===== src/rtl/midi_pkg.sv =====
// Shared MIDI constants, message FSM encodings and the status-to-data-length decode.
// Imported by the serializer and the message transmitter.
package midi_pkg;

    localparam int CLK_DIV_DEFAULT = 800;

    localparam logic [7:0] STATUS_MIN   = 8'h80;
    localparam logic [7:0] SYSCOM_MIN   = 8'hF0;
    localparam logic [7:0] REALTIME_MIN = 8'hF8;

    localparam logic [1:0] IDLE = 2'd0;
    localparam logic [1:0] ST   = 2'd1;
    localparam logic [1:0] D1   = 2'd2;
    localparam logic [1:0] D2   = 2'd3;

    // Number of data bytes that follow a given status byte.
    function automatic logic [1:0] data_len(input logic [7:0] status);
        logic [1:0] n;
        n = 2'd0;
        case (status[7:4])
            4'h8, 4'h9, 4'hA, 4'hB, 4'hE: n = 2'd2;
            4'hC, 4'hD:                   n = 2'd1;
            4'hF: begin
                case (status[3:0])
                    4'h2:       n = 2'd2;
                    4'h1, 4'h3: n = 2'd1;
                    default:    n = 2'd0;
                endcase
            end
            default: n = 2'd0;
        endcase
        return n;
    endfunction

    function automatic logic is_msg_status(input logic [7:0] status);
        return (status >= STATUS_MIN) && (status < REALTIME_MIN);
    endfunction

endpackage


===== src/rtl/midi_tx_serializer.sv =====
// 8N1 UART framer for MIDI: start bit, 8 data bits LSB first, stop bit, CLK_DIV cycles per bit.
// ready is also high in the last cycle of a stop bit so a new byte follows with no idle gap.
module midi_tx_serializer
    import midi_pkg::*;
#(
    parameter int CLK_DIV = CLK_DIV_DEFAULT
) (
    input  logic       CLOCK_25,
    input  logic       reset_reg_N,
    input  logic       load,
    input  logic [7:0] tx_byte,
    output logic       ready,
    output logic       active,
    output logic       txd
);

    localparam int            CW       = (CLK_DIV > 1) ? $clog2(CLK_DIV) : 1;
    localparam logic [CW-1:0] CNT_LAST = CW'(CLK_DIV - 1);
    localparam logic [3:0]    BIT_STOP = 4'd9;

    logic [CW-1:0] cnt;
    logic [3:0]    bit_idx;
    logic [7:0]    tx_shift;
    logic          bit_last;

    assign bit_last = (cnt == CNT_LAST);
    assign ready    = !active || ((bit_idx == BIT_STOP) && bit_last);

    always_ff @(posedge CLOCK_25 or negedge reset_reg_N) begin
        if (!reset_reg_N) begin
            active   <= 1'b0;
            cnt      <= '0;
            bit_idx  <= 4'd0;
            tx_shift <= 8'h00;
            txd      <= 1'b1;
        end else if (load && ready) begin
            active   <= 1'b1;
            cnt      <= '0;
            bit_idx  <= 4'd0;
            tx_shift <= tx_byte;
            txd      <= 1'b0;
        end else if (active) begin
            if (bit_last) begin
                cnt <= '0;
                if (bit_idx == BIT_STOP) begin
                    active <= 1'b0;
                end else begin
                    // bit_idx names the bit just finished; data bit n follows bit n.
                    bit_idx <= bit_idx + 4'd1;
                    txd     <= (bit_idx == 4'd8) ? 1'b1 : tx_shift[bit_idx[2:0]];
                end
            end else begin
                cnt <= cnt + CW'(1);
            end
        end
    end

endmodule


===== src/rtl/midi_msg_tx.sv =====
// MIDI message transmitter: channel/system message FSM with running-status compression,
// real-time byte insertion at byte boundaries, and an 8N1 serializer.
module midi_msg_tx
    import midi_pkg::*;
#(
    parameter int CLK_DIV = CLK_DIV_DEFAULT
) (
    input  logic       CLOCK_25,
    input  logic       reset_reg_N,
    input  logic       msg_valid,
    output logic       msg_ready,
    input  logic [7:0] msg_status,
    input  logic [7:0] msg_data1,
    input  logic [7:0] msg_data2,
    input  logic       rt_valid,
    output logic       rt_ready,
    input  logic [7:0] rt_byte,
    input  logic       run_status_en,
    output logic       midi_txd,
    output logic       busy,
    output logic       err_pulse,
    output logic [1:0] state_dbg
);

    logic [1:0] state;
    logic [1:0] len;
    logic [7:0] status_q;
    logic [7:0] data1_q;
    logic [7:0] data2_q;
    logic [7:0] last_status;
    logic       out_of_reset;

    logic       ser_load;
    logic       ser_ready;
    logic       ser_active;
    logic [7:0] ser_byte;
    logic [7:0] cur_byte;

    logic       msg_fire;
    logic       rt_fire;
    logic       rt_send;
    logic       msg_load;
    logic       status_ok;
    logic       skip_status;

    // Handshakes: a transfer happens on a rising edge where valid && ready are both high.
    // ready never depends on the same channel's valid; msg_ready drops while rt_valid is
    // high, so a real-time byte always wins a simultaneous offer.
    assign rt_ready  = out_of_reset && ser_ready;
    assign msg_ready = out_of_reset && (state == IDLE) && !ser_active && !rt_valid;

    assign rt_fire   = rt_valid && rt_ready;
    assign rt_send   = rt_fire && (rt_byte >= REALTIME_MIN);
    assign msg_fire  = msg_valid && msg_ready;
    assign msg_load  = ser_ready && (state != IDLE) && !rt_fire;

    assign status_ok   = is_msg_status(msg_status);
    assign skip_status = run_status_en && (msg_status == last_status) && (msg_status < SYSCOM_MIN);

    always_comb begin
        cur_byte = status_q;
        case (state)
            D1:      cur_byte = data1_q;
            D2:      cur_byte = data2_q;
            default: cur_byte = status_q;
        endcase
    end

    assign ser_load  = rt_send || msg_load;
    assign ser_byte  = rt_send ? rt_byte : cur_byte;
    assign busy      = (state != IDLE) || ser_active;
    assign state_dbg = state;

    always_ff @(posedge CLOCK_25 or negedge reset_reg_N) begin
        if (!reset_reg_N) begin
            state        <= IDLE;
            len          <= 2'd0;
            status_q     <= 8'h00;
            data1_q      <= 8'h00;
            data2_q      <= 8'h00;
            last_status  <= 8'h00;
            err_pulse    <= 1'b0;
            out_of_reset <= 1'b0;
        end else begin
            out_of_reset <= 1'b1;
            err_pulse    <= msg_fire && !status_ok;
            if (msg_fire && status_ok) begin
                status_q    <= msg_status;
                data1_q     <= msg_data1 & 8'h7F;
                data2_q     <= msg_data2 & 8'h7F;
                len         <= data_len(msg_status);
                // Compressed messages are always channel messages, so D1 always exists.
                state       <= skip_status ? D1 : ST;
                last_status <= (msg_status < SYSCOM_MIN) ? msg_status : 8'h00;
            end else if (msg_load) begin
                case (state)
                    ST:      state <= (len == 2'd0) ? IDLE : D1;
                    D1:      state <= (len == 2'd2) ? D2 : IDLE;
                    default: state <= IDLE;
                endcase
            end
        end
    end

    midi_tx_serializer #(
        .CLK_DIV(CLK_DIV)
    ) u_ser (
        .CLOCK_25   (CLOCK_25),
        .reset_reg_N(reset_reg_N),
        .load       (ser_load),
        .tx_byte    (ser_byte),
        .ready      (ser_ready),
        .active     (ser_active),
        .txd        (midi_txd)
    );

endmodule

===== config.mk =====
export PLATFORM = sky130hd
export DESIGN_NAME = midi_msg_tx
export DESIGN_NICKNAME = d
export VERILOG_FILES = /design/src/rtl/midi_pkg.sv /design/src/rtl/midi_tx_serializer.sv /design/src/rtl/midi_msg_tx.sv
export SDC_FILE = /design/constraint.sdc
export NUM_CORES = 1
export LEC_CHECK = 0
export CAP_MARGIN = 20
export CORE_UTILIZATION = 46
export CTS_CLUSTER_DIAMETER = 200
export DETAILED_ROUTE_END_ITERATION = 8
export PLACE_DENSITY = 0.67
export SLEW_MARGIN = 20
export SYNTH_ARGS = -nofsm -noshare
export SYNTH_HDL_FRONTEND = slang
export SYNTH_SLANG_ARGS = --single-unit

===== constraint.sdc =====
create_clock -name CLOCK_25 -period 3.9 [get_ports CLOCK_25]
set_input_delay 0.78 -clock CLOCK_25 [delete_from_list [all_inputs] [get_ports CLOCK_25]]
set_output_delay 0.78 -clock CLOCK_25 [all_outputs]
set_load 0.03 [all_outputs]

[After elaboration in Yosys (flattened, before gate mapping)]
Cells that the tools add are included.
Storage, ports and cells
  logic and storage cells: 102
  bits of input ports: 37
  register bits: 60
Cells by class
  add/subtract/negate cells: 2
  magnitude comparators: 5
  equality and inequality tests: 20
  reductions and logical operators: 33
  multiplexer cells: 29
Operators with widths (number)
  $eq 4x4->1 const B: 10
  $mux 10: 3
  $ge 8x8->1 const B: 2
  $logic_and 1x1->1: 16
  $lt 8x8->1 const B: 2
  $mux 4: 4
  $mux 8: 2
  $pmux 8 s2: 1
  $add 10x1->10 const B: 1
  $eq 10x10->1 const B: 1
  $mux 1: 10
  $mux 2: 5
  $eq 4x2->1 const B: 2
  $eq 8x8->1: 1
  $pmux 2 s2: 2
  $reduce_bool 2->1: 4
  $eq 2x2->1 const B: 3
  $pmux 2 s3: 1
  $reduce_or 5->1: 1
  $add 4x1->4 const B: 1
  $eq 4x1->1 const B: 1
  $logic_not 1->1: 4
  $logic_not 2->1: 2
  $lt 3x4->1 const B: 1
  6 further kinds: 9

[Longest topological paths before layout]
Gate-level depths: netlist (run 1).
  word-level depth: 11
  mapped depth: 8
  mapped depth without buffers: 7

[By module]
Synthesis (run 1) repeated with hierarchy kept, for this count alone.
Second synthesis, totals
  cells, all modules: 277
  area total of the unflattened synthesis: 3186.8 um^2
By module, submodules not included
  midi_msg_tx: cells each 165, instances 1, area each 1908.1 um^2, seq. area each 900.9 um^2
  midi_tx_serializer: cells each 112, instances 1, area each 1278.7 um^2, seq. area each 601.8 um^2

[Least setup slack after synthesis (run 1)]
Ideal clock, no wire load.
  kind: reg-to-output
  start: register u_ser.cnt[0]
  end: output rt_ready
  arrival: 1.502 ns
  stages on the path, launching flop included: 7
  slack: 1.618 ns
  path through: dfrtp_1 > ha_1 > and4_1 > buf_6 > nand4_4 > o21ai_4 > and2_2
On the way
  longest elaborated chain between the ends: 4
RTL lines
  from (decl): line midi_tx_serializer.sv:21  | logic [CW-1:0] cnt;
  from (signal assigned): line midi_tx_serializer.sv:53  | cnt <= cnt + CW'(1);
  $eq 10x10->1: line midi_tx_serializer.sv:26  | assign bit_last = (cnt == CNT_LAST);
  $logic_and 1x1->1: line midi_tx_serializer.sv:27  | assign ready = !active || ((bit_idx == BIT_STOP) && bit_last);
  $logic_or 1x1->1: line midi_tx_serializer.sv:27
  $logic_and 1x1->1: line midi_msg_tx.sv:49  | assign rt_ready = out_of_reset && ser_ready;
  to (decl): line midi_msg_tx.sv:16  | output logic rt_ready,
No other way between the ends.

[Worst setup path after layout (run 1)]
Same ends and word-level chain as after synthesis.

==> flow_metrics.env, run 1 <==
export IMPL_cts_resized=0
export IMPL_start_util=0.486
export IMPL_cts_root_buf="clkbuf_8"
export IMPL_postCtsHoldBufs=0
export IMPL_syn_avg_cell_area_um2=9.55
export IMPL_synth_cells=329
export IMPL_synth_edf_count=0
export IMPL_clkLatencyLatePin_ns=0.34
export IMPL_port_buffers=41
export IMPL_timing_final_ws_setup_ns=0.445
export IMPL_drc=3
export IMPL_postCtsSetupBuffers=0
export IMPL_postRouteAntennaNets=0
export IMPL_cts_made_buffers=9
export IMPL_synthDominantCellAreaShare=0.470
export IMPL_grt_usage=0.217
export IMPL_timing_final_setup_violations=0
export IMPL_antenna_found_initial=0
export IMPL_layout_nets=410
export IMPL_overflow=0
export IMPL_syn_to_final_growth_pct=21.3
export IMPL_async_reset_ff_frac=1.00
export IMPL_yosysTopAreaCell="dfrtp_1"
export IMPL_finalCriticalPeriod_ns=3.45
export IMPL_cts_htree_levels=3
export IMPL_worstSetupStartpoint="u_ser.cnt[0]"
export IMPL_syn_nets=374
export IMPL_grt_pass1_wl_um=12100
export IMPL_max_slew_margin=0.521
export IMPL_ctsLongestPathBuffers=2
export IMPL_reg2reg_from="u_ser.active"
export IMPL_maxCapViolations=0
export IMPL_endpoint_kind="output port"
export IMPL_core_mm2=0.00646
export IMPL_fp_dieW_um=84.6
export IMPL_rows=29
export IMPL_critical_path_class="reg -> out"
export IMPL_finalHoldViolCount=0
export IMPL_dieArea_mm2=0.00716
export IMPL_ys_seq_elements=60
export IMPL_avgRoutedWirePerCell_um=15.8
export IMPL_first_iter_violations=149
export IMPL_cpMaxStageDelayCell="clkdlybuf4s50_1"
export IMPL_vdd_drop_max_v=0.000237
export IMPL_cp_required_ns=3.12
export IMPL_period_share=0.886
export IMPL_max_freq_mhz=289
export IMPL_worst_path_max_fanout=7
export IMPL_violations="DRC"
export IMPL_tns_ns=0
export IMPL_skew_ns=0.00859
export IMPL_dp_hpwl_um=4840
export IMPL_n_antenna_cell=0
export IMPL_clkSinkCount=60
export IMPL_cp_start_kind="flop"
export IMPL_drive_gt1_frac=0.111
export IMPL_grt_max_degree=37
export IMPL_vias_per_cell=5.67
export IMPL_regToRegSetupSlack_ns=1.69
export IMPL_power_density_mw_per_mm2=366
export IMPL_synth_common_cells="nand2_1 (86), dfrtp_1 (59), o21ai_0 (26), a21oi_1 (14), a22o_1 (13)"
export IMPL_grt_pass1_vias=2499
export IMPL_die_y_um=84.6
export IMPL_rsz0062_at_grt="false"
export IMPL_worstPathArrival_ns=2.67
export IMPL_ys_warn_count=0
export IMPL_totalPowerFinal_uw=1390
export IMPL_worst_slew_pin_slew_ns=0.718
export IMPL_synth_area_leaders="dfrtp_1 (47%), nand2_1 (10%), o21ai_0 (4.1%)"
export IMPL_cts_tree="done"
export IMPL_seq_area_frac_synth=0.478
export IMPL_critPathCapture="rt_ready"
export IMPL_hold_class="reg -> reg"
export IMPL_synthFlopType="dfrtp_1"
export IMPL_firstDrtPassIters=6
export IMPL_worstPathCellList="ha_1 -> and4_1 -> nand4_4 -> o21ai_4 -> and2_2 -> clkdlybuf4s50_1"
export IMPL_clk_pin_slew_ns=0.08
export IMPL_place_ws_ns=0.790
export IMPL_drv_slew=0
export IMPL_gp_congestion=0.803
export IMPL_wl_um=7050
export IMPL_r2r_end="status_q[0]"
export IMPL_vias=2535
export IMPL_synth_most_common_cell="nand2_1"
export IMPL_critPathMaxStageDelay_ns=0.66
export IMPL_run_status="finished, violations left"
export IMPL_yosys_cell_types_count=54
export IMPL_leakage_uw=0.00176
export IMPL_syn_cell_area_mm2=0.00314
export IMPL_r2r_worst_path_cells=6
export IMPL_ioPinCount=44
[report_power, final]
part           total (uW)  switching [uW]  internal (uW)  leakage, uW
logic                70.3            33.5           36.7     0.000836
clock network         699             271            429     0.000124
registers             623           0.666            622     0.000802
[worst min path at each step]
| stage | slack (ns) | cells after the start | startpoint | to |
|---|---|---|---|---|
| 2_1_floorplan | 0.43 | 1 | status_q[7] | status_q[7] |
| 5_1_grt | 0.49 | 1 | status_q[7] | status_q[7] |
| 3_5_place_dp | 0.45 | 1 | status_q[7] | status_q[7] |
| 3_3_place_gp | 0.45 | 1 | status_q[7] | status_q[7] |
| 6_report | 0.47 | 1 | status_q[7] | status_q[7] |
| 4_1_cts | 0.47 | 1 | status_q[7] | status_q[7] |
[registers in the layout, indices dropped and copies added (netlist names)]
name and cells:
u_ser.bit_idx 4, u_ser.cnt 10, data2_q 7, len 2
status_q 8, data1_q 7, out_of_reset 1, err_pulse 1
u_ser.active 1, u_ser.txd 1, last_status 8, state_dbg 2
u_ser.tx_shift 8
[metal layers]
layer  wire, um  GRT usage  vias to the layer above
li1           -          -                     1237
met1       3280      0.295                     1225
met2       3390      0.336                       65
met3        308     0.0531                        8
met4         73     0.0878                        0
met5          0          0                        -
[logic make-up after synthesis]
group           after synthesis  share of synthesized area
compound gates               83                      0.197
xor+xnor                      9                     0.0251
fa+ha+maj                     8                     0.0319
buf+inv                      29                     0.0466
flops                        60                      0.478
mux                           2                     0.0143
other cells                   1                    0.00119
simple gates                137                      0.206
[cells in the final DEF, fill, tap and decap left out, types with 4 or more instances in the layout]
cell type / count
nand2_1: 86
dfrtp_1: 59
clkdlybuf4s50_1: 40
o21ai_0: 26
a21oi_1: 14
a22o_1: 13
nand3_1: 12
inv_1: 9
clkbuf_8: 9
nor2_1: 8
a2bb2oi_2: 8
ha_1: 8
nand4_1: 7
xnor2_1: 5
nor3_1: 4
xor2_1: 4
clkinv_4: 4
buf_4: 4
[worst max-delay path, delay by kind of cell, from the launching register on]
| family | cells | cell delay (ns) |
|---|---|---|
| AO/OA/AOI/OAI | 1 | 0.27 |
| adder cells (fa/ha/maj) | 1 | 0.25 |
| flip-flops | 1 | 0.42 |
| AND/OR/NAND/NOR | 3 | 0.73 |
| buffers and inverters | 1 | 0.66 |
[final cells by class]
class	instances	area [um2]
fill	579	2650
sequential	60	1500
multi-input combinational	240	1490
timing repair buffer	45	435
clock inverter	7	125
clock buffer	9	124
tap	77	96.3
inverter	9	33.8
[through the flow]
step / utilization / cell area, um2 / hold WS, ns / std cells
CTS: 0.590 / 3810 / 0.474 / 447
global route: 0.590 / 3810 / 0.490 / 447
detailed placement: 0.551 / 3560 / 0.452 / 431
floorplan: - / 3140 / 0.435 / 329
global placement: 0.551 / 3560 / 0.451 / 431
finish: 0.590 / 3810 / 0.470 / 447
(Power assumes the default switching activity.)
==> run 2, diff against run 1 <==
--- a/config.mk
+++ b/config.mk
@@ -5,6 +5,7 @@
 export SDC_FILE = /design/constraint.sdc
 export NUM_CORES = 1
 export LEC_CHECK = 0
+export ABC_AREA = 1
 export CAP_MARGIN = 20
 export CORE_UTILIZATION = 46
 export CTS_CLUSTER_DIAMETER = 200
==> flow_metrics.env, run 2 <==
export IMPL_skew_ns=0.00488
export IMPL_grt_usage=0.212
export IMPL_max_freq_mhz=321
export IMPL_hold_class="in -> async"
export IMPL_clock_power_share=0.461
export IMPL_finalHoldViolCount=0
export IMPL_avgRoutedWirePerCell_um=13.4
export IMPL_worstPathCellList="inv_1 -> ha_1 -> inv_1 -> nor2_4 -> nand3_2 -> a21oi_1 -> clkdlybuf4s50_1"
export IMPL_grt_pass1_wl_um=12200
export IMPL_clkSinkCount=60
export IMPL_clk_pin_slew_ns=0.07
export IMPL_cp_start_kind="flop"
export IMPL_yosysTopAreaCell="dfrtp_1"
export IMPL_layout_cells_non_filler=527
export IMPL_rsz0062_at_grt="false"
export IMPL_cts_htree_levels=3
export IMPL_syn_avg_cell_area_um2=8.43
export IMPL_tns_ns=0
export IMPL_cts_made_buffers=9
export IMPL_worst_path_max_fanout=7
export IMPL_vias_per_cell=5.14
export IMPL_seqPwrFrac=0.478
export IMPL_max_slew_margin=0.600
export IMPL_antenna_found_initial=0
export IMPL_critical_path_class="reg -> out"
export IMPL_wl_um=7090
export IMPL_cts_root_buf="clkbuf_8"
export IMPL_syn_cell_area_mm2=0.00322
export IMPL_p_sw_frac=0.216
export IMPL_clkLatencyLatePin_ns=0.33
export IMPL_postCtsSetupBuffers=0
export IMPL_synth_common_cells="nand2_1 (111), dfrtp_1 (59), inv_1 (33), nor2_1 (23), o21ai_0 (23)"
export IMPL_gp_congestion=0.848
export IMPL_critPathMostFrequentCell="inv_1"
export IMPL_nFillCells=638
export IMPL_drv_slew=0
export IMPL_worstPathArrival_ns=2.33
export IMPL_cp_required_ns=3.12
export IMPL_power_frac_comb=0.060
export IMPL_grt_pass1_vias=2621
export IMPL_first_iter_violations=120
export IMPL_drive_gt1_frac=0.116
export IMPL_crit_buf_inv=3
export IMPL_postRouteAntennaNets=0
export IMPL_postCtsHoldBufs=0
export IMPL_drc=0
export IMPL_period_share=0.799
export IMPL_run_status="completed"
export IMPL_n_antenna_cell=0
export IMPL_synth_edf_count=0
export IMPL_place_ws_ns=0.804
export IMPL_cpMaxStageDelayCell="clkdlybuf4s50_1"
export IMPL_timing_final_ws_setup_ns=0.785
export IMPL_rows=30
export IMPL_cp_top_family="buffers and inverters"
export IMPL_synthFlopType="dfrtp_1"
export IMPL_syn_nets=427
export IMPL_critPathMaxStageDelay_ns=0.68
export IMPL_ctsLongestPathBuffers=2
export IMPL_cts_resized=0
export IMPL_finalCriticalPeriod_ns=3.11
export IMPL_synth_area_leaders="dfrtp_1 (46%), nand2_1 (13%), inv_1 (3.8%)"
export IMPL_async_reset_ff_frac=1.00
export IMPL_ys_warn_count=0
export IMPL_endpoint_kind="output port"
export IMPL_vdd_drop_max_v=0.000253
export IMPL_firstDrtPassIters=4
export IMPL_seqCellArea_mm2=0.00150
export IMPL_ioPinCount=44
export IMPL_overflow=0
export IMPL_synth_most_common_cell="nand2_1"
export IMPL_yosys_cell_types_count=45
export IMPL_seq_area_frac_synth=0.466
export IMPL_grt_max_degree=48
export IMPL_layout_common_cells="nand2_1 (111), dfrtp_1 (59), clkdlybuf4s50_1 (40)"
export IMPL_port_buffers=41
export IMPL_ys_seq_elements=60
export IMPL_maxCapViolations=0
export IMPL_power_density_mw_per_mm2=341
export IMPL_internal_power_uw=1050
export IMPL_fp_dieW_um=85.7
export IMPL_multi_input_area_mm2=0.00151
export IMPL_largest_reg_flops=10
export IMPL_cts_tree="done"
export IMPL_start_util=0.474
export IMPL_timing_final_setup_violations=0
export IMPL_syn_to_final_growth_pct=21.6
export IMPL_switching_power_uw=289
export IMPL_synth_cells=382
export IMPL_layout_nets=471
export IMPL_final_common_cell="nand2_1"
export IMPL_worst_slew_pin_slew_ns=0.600
export IMPL_die_y_um=85.7
export IMPL_regMostFlops="u_ser.cnt"
export IMPL_leakage_uw=0.00186
export IMPL_placed_cells=511
export IMPL_dieArea_mm2=0.00734
export IMPL_dp_hpwl_um=4930
export IMPL_core_mm2=0.00679
export IMPL_vias=2708
export IMPL_synthDominantCellAreaShare=0.458
run 2: changes by cell type in the layout (fill, tap and decap cells not counted), moves of 3 or more:
| cell | before | now |
|---|---|---|
| nand4_1 | 7 | 10 |
| o311ai_0 | 0 | 5 |
| o21ai_1 | 0 | 10 |
| nor2_1 | 8 | 23 |
| inv_1 | 9 | 33 |
| clkinv_2 | 0 | 3 |
| nand2_2 | 0 | 8 |
| o21ai_0 | 26 | 23 |
| a22o_1 | 13 | 6 |
| a2bb2oi_2 | 8 | 0 |
| nand2_1 | 86 | 111 |
| clkinv_4 | 4 | 1 |
| nand3b_1 | 0 | 3 |
| inv_2 | 0 | 4 |
run 2: kinds of logic (layout without fill, tap and decap cells):
kind of cell             after synthesis  count (layout)  synth area share
AO/OA/AOI/OAI                         72              72             0.145
flip-flops                            60              60             0.466
XOR/XNOR                               9               9            0.0245
buffers and inverters                 48              97            0.0656
adder cells (fa/ha/maj)                8               8            0.0311
AND/OR/NAND/NOR                      184             184             0.266
other                                  1               1           0.00116
run 2: cell type report:
cell class / instances / area share
Clock buffer: 11 / 0.0361
Clock inverter: 5 / 0.0192
Inverter: 38 / 0.0377
Multi-Input combinational cell: 274 / 0.385
Sequential cell: 60 / 0.384
Tap cell: 96 / 0.0307
Timing Repair Buffer: 43 / 0.108
run 2: layer usage:
layer	part of all wire	vias up	global-route usage	wire [um]
li1	-	1346	-	-
met1	0.46	1290	0.270	3250
met2	0.49	62	0.355	3440
met3	0.043	10	0.0529	305
met4	0.013	0	0.0712	95
met5	0	-	0	0
run 2: worst paths after layout:
check	start	endpoint	slack, ns	cells past startpoint
hold / removal	reset_reg_N	out_of_reset	0.45	1
min in group CLOCK_25	status_q[7]	status_q[7]	0.48	1
setup reg to reg	u_ser.bit_idx[1]	u_ser.cnt[0]	1.50	11
hold reg to reg	status_q[7]	status_q[7]	0.48	1
max in group asynchronous	reset_reg_N	last_status[6]	2.80	2
setup / recovery	u_ser.bit_idx[1]	rt_ready	0.79	7
run 2: power groups by stage:
stage | sequential (uW) | combinational, uW | clock (uW)
after floorplan | 650 | 23.2 | 0
after global routing | 640 | 90.6 | 655
after CTS | 640 | 81.4 | 630
after global placement | 651 | 80.5 | 0
after detailed placement | 651 | 80.9 | 0
final | 640 | 80.6 | 617
run 2: stage by stage:
| step | hold slack (ns) | total power (uW) | cell area (um2) | utilization |
|---|---|---|---|---|
| after CTS | 0.477 | 1350 | 3920 | 0.576 |
| after detailed placement | 0.462 | 732 | 3700 | 0.544 |
| after global placement | 0.455 | 731 | 3700 | 0.544 |
| after global routing | 0.499 | 1390 | 3920 | 0.577 |
| final | 0.452 | 1340 | 3920 | 0.577 |
| after floorplan | 0.440 | 673 | 3220 | - |
==> run 3, diff against run 2 <==
--- a/config.mk
+++ b/config.mk
@@ -10,7 +10,7 @@
 export CORE_UTILIZATION = 46
 export CTS_CLUSTER_DIAMETER = 200
 export DETAILED_ROUTE_END_ITERATION = 8
-export PLACE_DENSITY = 0.67
+export PLACE_DENSITY = 0.69
 export SLEW_MARGIN = 20
 export SYNTH_ARGS = -nofsm -noshare
 export SYNTH_HDL_FRONTEND = slang
==> constraint.sdc (replaced) <==
create_clock -name CLOCK_25 -period 2.77 [get_ports CLOCK_25]
set_input_delay 0.554 -clock CLOCK_25 [delete_from_list [all_inputs] [get_ports CLOCK_25]]
set_output_delay 0.554 -clock CLOCK_25 [all_outputs]
set_load 0.03 [all_outputs]
==> flow_metrics.env, run 3 (synthesized netlist as in run 2, its figures left out) <==
export IMPL_ioPinCount=44
export IMPL_wl_um=7020
export IMPL_hold_class="in -> async"
export IMPL_regMostFlops="u_ser.cnt"
export IMPL_skew_ns=0.00787
export IMPL_vias=2729
export IMPL_postCtsSetupBuffers=0
export IMPL_grt_usage=0.223
export IMPL_n_antenna_cell=0
export IMPL_tns_ns=0
export IMPL_largest_reg_flops=10
export IMPL_drv_slew=0
export IMPL_cts_tree="done"
export IMPL_finalCriticalPeriod_ns=2.61
export IMPL_clkLatencyLatePin_ns=0.34
export IMPL_rsz0062_at_grt="false"
export IMPL_die_y_um=85.7
export IMPL_grt_pass1_wl_um=12700
export IMPL_grt_pass1_vias=2711
export IMPL_drc=0
export IMPL_timing_final_setup_violations=0
export IMPL_worst_slew_pin_slew_ns=0.844
export IMPL_period_share=0.943
export IMPL_leakage_uw=0.00188
export IMPL_dieArea_mm2=0.00734
export IMPL_postRouteAntennaNets=0
export IMPL_vias_per_cell=5.12
export IMPL_avgRoutedWirePerCell_um=13.2
export IMPL_power_density_mw_per_mm2=463
export IMPL_finalHoldViolCount=0
export IMPL_worst_path_max_fanout=7
export IMPL_fp_dieW_um=85.7
export IMPL_placed_cells=517
export IMPL_rows=30
export IMPL_start_util=0.474
export IMPL_core_mm2=0.00679
export IMPL_worstPathArrival_ns=2.06
export IMPL_critical_path_class="reg -> out"
export IMPL_layout_common_cells="nand2_1 (111), dfrtp_1 (59), clkdlybuf4s50_1 (39)"
export IMPL_gp_congestion=0.785
export IMPL_grt_max_degree=39
export IMPL_final_common_cell="nand2_1"
export IMPL_overflow=0
export IMPL_max_slew_margin=0.437
export IMPL_vdd_drop_max_v=0.000285
export IMPL_layout_nets=477
export IMPL_clkSinkCount=60
export IMPL_antenna_found_initial=0
export IMPL_run_status="completed"
export IMPL_syn_to_final_growth_pct=22.5
export IMPL_cts_root_buf="clkbuf_8"
export IMPL_first_iter_violations=128
export IMPL_cp_required_ns=2.22
export IMPL_maxCapViolations=0
export IMPL_endpoint_kind="output port"
export IMPL_cts_made_buffers=9
export IMPL_ctsLongestPathBuffers=2
export IMPL_nFillCells=633
export IMPL_layout_cells_non_filler=533
export IMPL_max_freq_mhz=383
export IMPL_port_buffers=41
export IMPL_postCtsHoldBufs=0
export IMPL_cts_htree_levels=3
export IMPL_clk_pin_slew_ns=0.06
export IMPL_dp_hpwl_um=5140
export IMPL_cp_start_kind="flop"
export IMPL_firstDrtPassIters=4
export IMPL_drive_gt1_frac=0.128
[run 3: worst paths after layout]
path,startpoint,to,slack [ns],cells past startpoint
min in group CLOCK_25,status_q[7],status_q[7],0.47,1
max in group asynchronous,reset_reg_N,u_ser.tx_shift[2],1.76,2
worst min register to register,status_q[7],status_q[7],0.47,1
worst max register to register,u_ser.bit_idx[1],u_ser.cnt[0],0.66,11
worst max-delay path,u_ser.bit_idx[1],rt_ready,0.16,7
worst min-delay path,reset_reg_N,u_ser.cnt[4],0.32,1
[run 3: critical path, cell delays in order, from the launching register on]
cell and delay, ns:
dfrtp_1 0.45, inv_1 0.15, ha_1 0.16, inv_1 0.06, nor2_4 0.21, nand3_2 0.14
a21oi_1 0.17, clkdlybuf4s15_1 0.39
[run 3: area by class of cell]
cell class                 instances  area [um2]  area share
tap                               96         120      0.0304
inverter                          38         148      0.0374
multi-input combinational        274        1510       0.382
clock buffer                      12         155      0.0393
clock inverter                     4        47.5      0.0120
sequential                        60        1500       0.381
timing repair buffer              49         465       0.118
[run 3: stage by stage]
stage                     hold slack [ns]  area, um2  power, uW  utilization  worst slack, ns
final                               0.318       3950       1830        0.581            0.157
after global placement              0.453       3740       1030        0.551            0.270
after global routing                0.388       3950       1900        0.581           0.0126
after CTS                           0.346       3950       1850        0.581            0.118
after floorplan                     0.258       3220        948            -            0.461
after detailed placement            0.461       3740       1030        0.551            0.220
[run 3: power by group]
part | switching, uW | leakage, uW | total (uW) | internal [uW]
logic | 55.4 | 0.00102 | 116 | 60.5
clock network | 347 | 0.000102 | 809 | 462
registers | 9.71 | 0.000750 | 900 | 890
total | 413 | 0.00188 | 1830 | 1410
[run 3: metal layers]
metal  vias up  part of all wire  GRT usage
li1       1364                 -          -
met1      1309              0.46      0.278
met2        49              0.50      0.371
met3         7             0.032     0.0616
met4         0             0.014     0.0833
met5         -                 0          0
[run 3: timing repair]
item / CTS / global route
setup endpoints to repair: 1 / 1
endpoints found under the hold margin: 0 / 0
gates resized for setup: 1 / 1
